`src/rtl/simple_bus_arbiter.sv`:
```
// Two-master round-robin arbiter feeding one simple-bus slave; one transaction in flight.
// Latency: grant at edge E, bus request in cycle E+1, response pulse in E+2 with a ready slave.
// Backpressure: masters stall via req_ready; slave stalls via simple_out_ready until timeout; responses cannot stall.
`timescale 1ns/1ps
module simple_bus_arbiter #(
   parameter int ADDR_W  = 32,
   parameter int DATA_W  = 32,
   parameter int TIMEOUT = 255
) (
   input  logic              clock,
   input  logic              reset,
   // master 0 (instruction fetch)
   input  logic              m0_req_valid,
   output logic              m0_req_ready,
   input  logic [ADDR_W-1:0] m0_req_addr,
   input  logic              m0_req_writeEn,
   input  logic [2:0]        m0_req_size,
   input  logic [DATA_W-1:0] m0_req_wdata,
   output logic              m0_resp_valid,
   output logic [DATA_W-1:0] m0_resp_rdata,
   output logic              m0_resp_err,
   // master 1 (load/store)
   input  logic              m1_req_valid,
   output logic              m1_req_ready,
   input  logic [ADDR_W-1:0] m1_req_addr,
   input  logic              m1_req_writeEn,
   input  logic [2:0]        m1_req_size,
   input  logic [DATA_W-1:0] m1_req_wdata,
   output logic              m1_resp_valid,
   output logic [DATA_W-1:0] m1_resp_rdata,
   output logic              m1_resp_err,
   // slave side
   output logic              simple_out_valid,
   input  logic              simple_out_ready,
   output logic [ADDR_W-1:0] simple_out_bits_addr,
   output logic              simple_out_bits_writeEn,
   output logic [2:0]        simple_out_bits_size,
   output logic [DATA_W-1:0] simple_out_bits_wdata,
   input  logic [DATA_W-1:0] simple_in_rdata
);

   localparam int CNT_W = $clog2(TIMEOUT + 1);
   localparam logic [CNT_W-1:0] CNT_LAST = CNT_W'(TIMEOUT - 1);

   typedef enum logic [1:0] {
      IDLE  = 2'd0,
      ISSUE = 2'd1,
      RESP  = 2'd2
   } state_t;

   state_t              state_q, state_d;
   logic                last_grant_q, last_grant_d;
   logic                grant_q, grant_d;
   logic                err_q, err_d;
   logic [CNT_W-1:0]    cnt_q, cnt_d;
   logic [ADDR_W-1:0]   addr_q, addr_d;
   logic                we_q, we_d;
   logic [2:0]          size_q, size_d;
   logic [DATA_W-1:0]   wdata_q, wdata_d;

   logic                arb_vld;
   logic                arb_id;

   // Round-robin pick: a lone requester wins, contention goes to the master not served last.
   always_comb begin
      arb_vld = m0_req_valid | m1_req_valid;
      arb_id  = 1'b0;
      if (m0_req_valid && m1_req_valid) begin
         arb_id = ~last_grant_q;
      end else if (m1_req_valid) begin
         arb_id = 1'b1;
      end
   end

   // Next-state: grant and latch in IDLE, wait for slave or timeout in ISSUE, one-cycle RESP.
   always_comb begin
      state_d      = state_q;
      last_grant_d = last_grant_q;
      grant_d      = grant_q;
      err_d        = err_q;
      cnt_d        = cnt_q;
      addr_d       = addr_q;
      we_d         = we_q;
      size_d       = size_q;
      wdata_d      = wdata_q;
      case (state_q)
         IDLE: begin
            if (arb_vld) begin
               addr_d       = arb_id ? m1_req_addr    : m0_req_addr;
               we_d         = arb_id ? m1_req_writeEn : m0_req_writeEn;
               size_d       = arb_id ? m1_req_size    : m0_req_size;
               wdata_d      = arb_id ? m1_req_wdata   : m0_req_wdata;
               grant_d      = arb_id;
               last_grant_d = arb_id;
               cnt_d        = '0;
               err_d        = 1'b0;
               state_d      = ISSUE;
            end
         end
         ISSUE: begin
            if (simple_out_ready) begin
               state_d = RESP;
            end else if (cnt_q == CNT_LAST) begin
               // Slave never answered: give up and return an error response.
               err_d   = 1'b1;
               state_d = RESP;
            end else begin
               cnt_d = cnt_q + 1'b1;
            end
         end
         RESP: begin
            err_d   = 1'b0;
            state_d = IDLE;
         end
         default: begin
            state_d = IDLE;
         end
      endcase
   end

   // State and latched-request registers; reset abandons any transaction in flight.
   always_ff @(posedge clock or negedge reset) begin
      if (!reset) begin
         state_q      <= IDLE;
         last_grant_q <= 1'b1;
         grant_q      <= 1'b0;
         err_q        <= 1'b0;
         cnt_q        <= '0;
         addr_q       <= '0;
         we_q         <= 1'b0;
         size_q       <= '0;
         wdata_q      <= '0;
      end else begin
         state_q      <= state_d;
         last_grant_q <= last_grant_d;
         grant_q      <= grant_d;
         err_q        <= err_d;
         cnt_q        <= cnt_d;
         addr_q       <= addr_d;
         we_q         <= we_d;
         size_q       <= size_d;
         wdata_q      <= wdata_d;
      end
   end

   // Output decode; req_ready is gated by reset because IDLE is also the reset state.
   always_comb begin
      m0_req_ready            = 1'b0;
      m1_req_ready            = 1'b0;
      m0_resp_valid           = 1'b0;
      m1_resp_valid           = 1'b0;
      m0_resp_rdata           = '0;
      m1_resp_rdata           = '0;
      m0_resp_err             = 1'b0;
      m1_resp_err             = 1'b0;
      simple_out_valid        = (state_q == ISSUE);
      simple_out_bits_addr    = addr_q;
      simple_out_bits_writeEn = we_q;
      simple_out_bits_size    = size_q;
      simple_out_bits_wdata   = wdata_q;
      if (reset && state_q == IDLE && arb_vld) begin
         m0_req_ready = ~arb_id & m0_req_valid;
         m1_req_ready =  arb_id & m1_req_valid;
      end
      if (state_q == RESP) begin
         if (grant_q) begin
            m1_resp_valid = 1'b1;
            m1_resp_err   = err_q;
            m1_resp_rdata = err_q ? '0 : simple_in_rdata;
         end else begin
            m0_resp_valid = 1'b1;
            m0_resp_err   = err_q;
            m0_resp_rdata = err_q ? '0 : simple_in_rdata;
         end
      end
   end

endmodule
```
`config.mk`:
```
export PLATFORM = sky130hd
export DESIGN_NAME = simple_bus_arbiter
export DESIGN_NICKNAME = d
export VERILOG_FILES = /design/src/rtl/simple_bus_arbiter.sv
export SDC_FILE = /design/constraint.sdc
export NUM_CORES = 1
export LEC_CHECK = 0
export BUFFER_PORTS_ARGS = -buffer_cell sky130_fd_sc_hd__buf_2
export CAP_MARGIN = 40
export CORE_AREA = 2 2 123 125
export DETAILED_ROUTE_END_ITERATION = 6
export DIE_AREA = 0 0 125 127
export PLACE_DENSITY = 0.62
export SYNTH_ARGS = -nofsm -noshare
export SYNTH_HDL_FRONTEND = slang
export SYNTH_SLANG_ARGS = --single-unit
```
`constraint.sdc`:
```
create_clock -name clock -period 2.2 [get_ports clock]
set_input_delay 0.44 -clock clock [delete_from_list [all_inputs] [get_ports clock]]
set_output_delay 0.44 -clock clock [all_outputs]
set_load 0.03 [all_outputs]
```
==> impl_metrics.ini, run 1 <==
[synth]
ys_async_sr_fraction_pct = 100
synth.most_common_cell = nand2_1
ys_seq_area_share_pct = 48.1
ys_types = 41
synth_top_family_by_area = simple AND/OR/NAND/NOR gates
synth_mux_area_share_pct = 10.9
syn_nets = 659
synthFlopType = dfrtp_1
synth_top_cell_area_share_pct = 47.5
synth-xor-area-share_pct = 0
yosys.area_share.simple_pct = 21.4
yosys_warnings = 0
synth_area_leaders = dfrtp_1, nand2_1, mux2i_1, nor2_1, a22oi_1
yosysTopAreaCell = dfrtp_1
synth_cells = 484
ys_seq_elements = 81
synth_fa_ha_area_share_pct = 0.594
syn_area_um2 = 4220
synth.avg_cell_area_um2 = 8.71
synth_edf_count = 0
synth-compound-area-share_pct = 13.4
synth_commonest_cells = nand2_1, dfrtp_1, nor2_1, mux2i_1, o21ai_0

[clock_network]
insertion_delay_ns = 0.34
clockRootBuffer = clkbuf_16
clock_path_buffers = 2
clk_pin_slew_ns = 0.06
cts_tree = built
cts_sinks = 81
cts_buffers = 9
cts_htree_levels = 3

[timing]
holdWs_ns = 0.323
max_freq_mhz = 474
fin_crit_sh_pct = 96.0
setup_tns_ns = 0
slew_headroom_pct = 63.2
worst_pin_slew_ns = 0.548
finalSetupViolations = 0
final-hold-violation-count = 0
clock_skew_ns = 0.00839
rsz0062_at_grt = no
min_period_ns = 2.11
drv_slew = 0

[worst_setup_path]
critPathCaptureType = output port
max_stage_delay_ns = 0.56
cp.arrival_ns = 1.67
cp_max_fo = 16
crit_required_ns = 1.76
worstSetupStartpointType = input port
worstSetupPathType = input port to output port
path_cells = dlygate4sd3_1 -> buf_4 -> and3_1 -> buf_2
slowest_stage = dlygate4sd3_1

[global_route]
grt_pass1_wl_um = 21700
first_global_vias = 4259
grt_usage_pct = 17.1
grt_antenna_before_repair = 3
grt_max_degree = 51
grt-ovfl-total = 0

[layout]
stdcell_area_um2 = 6340
regArea_um2 = 2030
fin_nets = 960
area_delta_synth_final_pct = 50.3
fill_cells = 1490
final_cells = 978
multi_input_area_um2 = 1970
final_util_pct = 43.9
drive_gt1_share_pct = 44.4

[floorplanning]
die_w_um = 125
die_h_um = 127
row_count = 44
ios = 312
start_util_pct = 29.2
die_area_um2 = 15900
core_um2 = 14400

[route]
firstDrtPassIters = 4
drt_iter0_markers = 133
route.vias.total = 4435
wl_um = 14000
antenna_left = 0
drcViolationCount = 0
routed_via_density = 4.53
wl_per_cell_um = 14.3

[outcome]
status = finished, final reports clean

[placement]
hpwl_um = 11200
dpl.cell_count = 957
placed_area_um2 = 5980
gp_congestion = 0.831
io_buffers = 311

[pwr]
swShare_pct = 47.7
p_comb_share_pct = 52.3
clkPwrFrac_pct = 18.7
p_sw_w = 0.00415
irDropWorstVdd_uv = 524
p_leak_nw = 3.64
p_seq_share_pct = 29.0
internal-power_w = 0.00455
powerDensity_nw_per_um2 = 1370

[hold_path]
hold_class = input port to flip-flop

[flow_run]
maxCapViolations = 0
==> power by group through the flow <==
stage / combinational, W / sequential, W / clock [W]
6_report: 0.00455 / 0.00253 / 0.00163
5_1_grt: 0.00492 / 0.00263 / 0.00176
4_1_cts: 0.00462 / 0.00254 / 0.00169
3_5_place_dp: 0.00462 / 0.00256 / 0
3_3_place_gp: 0.00458 / 0.00253 / 0
2_1_floorplan: 0.00196 / 0.00375 / 0
==> worst max-delay path, delay by kind of cell <==
kind,cells,cell delay [ns]
and+or+nand+nor,1,0.20
buffers and inverters,3,1.02
==> what timing repair did <==
item / CTS / global route
hold buffers: 1 / 0
buffers inserted: 0 / 0
hold endpoints to repair: 12 / 0
setup endpoints to repair: 0 / 55
gates resized for setup: 0 / 2
==> worst paths after layout <==
check,endpoint,depth (start not counted),slack (ns),startpoint
max,m0_req_ready,4,0.09,reset
min,simple_out_bits_wdata[16]$_DFFE_PN0P_,3,0.32,m0_req_wdata[16]
max reg2reg,cnt_q[6]$_DFFE_PN0P_,7,0.50,cnt_q[0]$_DFFE_PN0P_
min reg2reg,simple_out_bits_wdata[8]$_DFFE_PN0P_,2,0.46,simple_out_bits_wdata[8]$_DFFE_PN0P_
max in group asynchronous,simple_out_bits_addr[20]$_DFFE_PN0P_,4,0.73,reset
min in group asynchronous,simple_out_bits_wdata[18]$_DFFE_PN0P_,2,0.55,reset
==> logic make-up after synthesis <==
kind of cell,count (synthesis)
AOI/OAI and AO/OA,93
adders and majority gates,2
buffers and inverters,44
DFF,81
muxes,46
and+or+nand+nor,218
==> sequential cells by signal, indices dropped and copies added, names as in the netlist <==
signal                   cells
cnt_q                        8
err_q                        1
grant_q                      1
last_grant_q                 1
simple_out_bits_addr        32
simple_out_bits_size         3
simple_out_bits_wdata       32
simple_out_bits_writeEn      1
state_q                      2
==> metrics by stage <==
| step | setup WS, ns | total power, W |
|---|---|---|
| floorplan | 0.317 | 0.00571 |
| global placement | 0.334 | 0.00711 |
| detailed placement | 0.333 | 0.00718 |
| CTS | 0.00967 | 0.00885 |
| global route | 0.000737 | 0.00932 |
| finish | 0.0889 | 0.00871 |
==> metal layers <==
metal | GRT usage [%] | share of wire [%]
met4 | 8.10 | 2.9
met1 | 20.0 | 40
met5 | 0 | 0
met3 | 3.89 | 7.4
met2 | 30.0 | 50
==> placed cells by master, fill, tap and decap left out, types with 3 or more instances in the layout <==
cell type and count:
nand3_1 8, buf_2 310, a21oi_1 4, o31ai_1 5, buf_12 5, diode_2 4
buf_4 9, mux2i_1 46, clkbuf_16 9, a21o_1 3, nand2_1 125, inv_1 7
dfrtp_1 79, a22oi_1 22, nor2_1 68, o21ai_1 22, o21ai_0 29, nand2b_1 3
==> final cells by class <==
cell class | count | share of cell area [%]
multi-input combinational | 359 | 31.1
tap | 184 | 3.63
inverter | 9 | 0.592
antenna | 4 | 0.158
sequential | 81 | 32.0
clock inverter | 7 | 1.60
clock buffer | 9 | 3.55
timing repair buffer | 325 | 27.3
Note: power is estimated with default switching activity, not from simulation.
==> inputs of run 2 (changes only) <==
--- a/config.mk
+++ b/config.mk
@@ -11,6 +11,7 @@
 export DETAILED_ROUTE_END_ITERATION = 6
 export DIE_AREA = 0 0 125 127
 export PLACE_DENSITY = 0.62
+export REMOVE_ABC_BUFFERS = 1
 export SYNTH_ARGS = -nofsm -noshare
 export SYNTH_HDL_FRONTEND = slang
 export SYNTH_SLANG_ARGS = --single-unit
==> run 2 against run 1 <==
Against the previous run:
- combinational power about the same
- global-route usage down 0.43 points
- fmax up 2.1%
- clock skew grew 0.0014 ns
- largest cell class unchanged
- highest routed layer unchanged
==> impl_metrics.ini, run 2 (same netlist as run 1, synthesis figures left out) <==
[worst_setup_path]
cp.arrival_ns = 1.63
cp_max_fo = 34
crit_required_ns = 1.76
critPathTopFamily = buffers and inverters
worst-path-buf-inv = 3
worstSetupPathType = flip-flop to output port
max_stage_delay_ns = 0.38
path_cells = inv_1 -> nand3_1 -> buf_4 -> nor2_1 -> buf_2
worstSetupStartpointType = flip-flop
critPathCaptureType = output port
slowest_stage = dfrtp_1

[clock_network]
postCtsSetupRepairBufs = 0
clockRootBuffer = clkbuf_16
cts_buffers = 9
cts_tree = built
clock_path_buffers = 2
insertion_delay_ns = 0.33
cts_htree_levels = 3
cts_sinks = 81
clk_pin_slew_ns = 0.07

[floorplanning]
core_um2 = 14400
ios = 312
start_util_pct = 29.2
row_count = 44
die_h_um = 127
die_area_um2 = 15900
die_w_um = 125

[route]
firstDrtPassIters = 4
wl_um = 13700
antenna_left = 0
route.vias.total = 4379
wl_per_cell_um = 14.0
routed_via_density = 4.49
drcViolationCount = 0
drt_iter0_markers = 143

[outcome]
status = finished, final reports clean

[timing]
setup_tns_ns = 0
holdWs_ns = 0.331
final-hold-violation-count = 0
slew_headroom_pct = 58.9
min_period_ns = 2.07
worst_pin_slew_ns = 0.611
finalSetupViolations = 0
drv_slew = 0
max_freq_mhz = 483
clock_skew_ns = 0.00979
fin_crit_sh_pct = 94.0
rsz0062_at_grt = no

[layout]
final_cell_mix = buf_2, nand2_1, dfrtp_1
regArea_um2 = 2030
fin_nets = 961
drive_gt1_share_pct = 44.2
area_delta_synth_final_pct = 49.7
final_common_cell = buf_2
fill_cells = 1526
multi_input_area_um2 = 1970
n_antenna_cell = 0

[pwr]
totalPowerFinal_w = 0.00863
powerDensity_nw_per_um2 = 1370
p_leak_nw = 3.63
irDropWorstVdd_uv = 680

[global_route]
grt_max_degree = 48
grt_antenna_before_repair = 0
grt_pass1_wl_um = 21400
first_global_vias = 4218
grt_usage_pct = 16.7
grt-ovfl-total = 0

[hold_path]
hold_class = input port to flip-flop

[flow_run]
maxCapViolations = 0

[placement]
io_buffers = 311
gp_congestion = 0.782
hpwl_um = 10700
## run 2: cell count changes in the layout (fill, tap and decap cells not counted), sizes merged
| cell | before | now |
|---|---|---|
| buf | 324 | 325 |
| bufinv | 2 | 1 |
| clkbuf | 9 | 11 |
| clkinv | 1 | 0 |
| clkinvlp | 2 | 3 |
| diode | 4 | 0 |
| inv | 11 | 10 |
## run 2: report_power, final
part | switching [W] | internal, W
combinational | 0.00321 | 0.00137
sequential | 0.000348 | 0.00218
clock | 0.000604 | 0.000919
total | 0.00416 | 0.00447
## run 2: what timing repair did
item / 4_1_cts / 5_1_grt
gates resized for setup: 0 / 1
endpoints found under the setup margin: 0 / 41
endpoints found under the hold margin: 8 / 0
hold buffers: 1 / 0
## run 2: area by class of cell
| cell class | instances | share of cell area (%) |
|---|---|---|
| multi-input combinational | 359 | 31.3 |
| clock buffer | 11 | 3.85 |
| clock inverter | 5 | 0.991 |
| tap | 184 | 3.65 |
| inverter | 9 | 0.595 |
| sequential | 81 | 32.1 |
| timing repair buffer | 326 | 27.5 |
## run 2: metrics by stage
stage / instances / area [um2] / util, % / worst slack [ns]
after floorplan: 449 / 4010 / - / -1.83
after global routing: 975 / 6310 / 43.8 / 0.0575
after global placement: 957 / 5970 / 41.4 / 0.394
after detailed placement: 958 / 5990 / 41.5 / 0.384
after CTS: 975 / 6310 / 43.7 / 0.0257
final: 975 / 6310 / 43.8 / 0.131
## run 2: worst register-to-register path, cell delays in order (launching register included)
cell and delay (ns):
dfrtp_1 0.39, inv_1 0.10, ha_1 0.16, nand3_1 0.15, o21ai_0 0.54, a21oi_1 0.09
a21o_1 0.18
## run 2: path summary, 6_finish.rpt
kind | startpoint | endpoint | slack [ns] | cells past startpoint
worst min register to register | simple_out_bits_wdata[10]$_DFFE_PN0P_ | simple_out_bits_wdata[10]$_DFFE_PN0P_ | 0.46 | 2
worst min-delay path | m0_req_wdata[8] | simple_out_bits_wdata[8]$_DFFE_PN0P_ | 0.33 | 3
min in group asynchronous | reset | simple_out_bits_wdata[9]$_DFFE_PN0P_ | 0.50 | 2
worst max register to register | cnt_q[0]$_DFFE_PN0P_ | cnt_q[6]$_DFFE_PN0P_ | 0.48 | 6
worst max-delay path | state_q[0]$_DFFE_PN0P_ | m0_resp_rdata[18] | 0.13 | 5
max in group asynchronous | reset | simple_out_bits_wdata[6]$_DFFE_PN0P_ | 0.78 | 4
## run 2: routing by layer
| layer | global-route usage, % | vias up | wire [um] |
|---|---|---|---|
| met5 | 0 | - | 0 |
| met4 | 4.84 | 0 | 198 |
| met3 | 4.73 | 12 | 1300 |
| met2 | 30.2 | 209 | 6860 |
| met1 | 19.3 | 1929 | 5320 |
| li1 | - | 2229 | - |
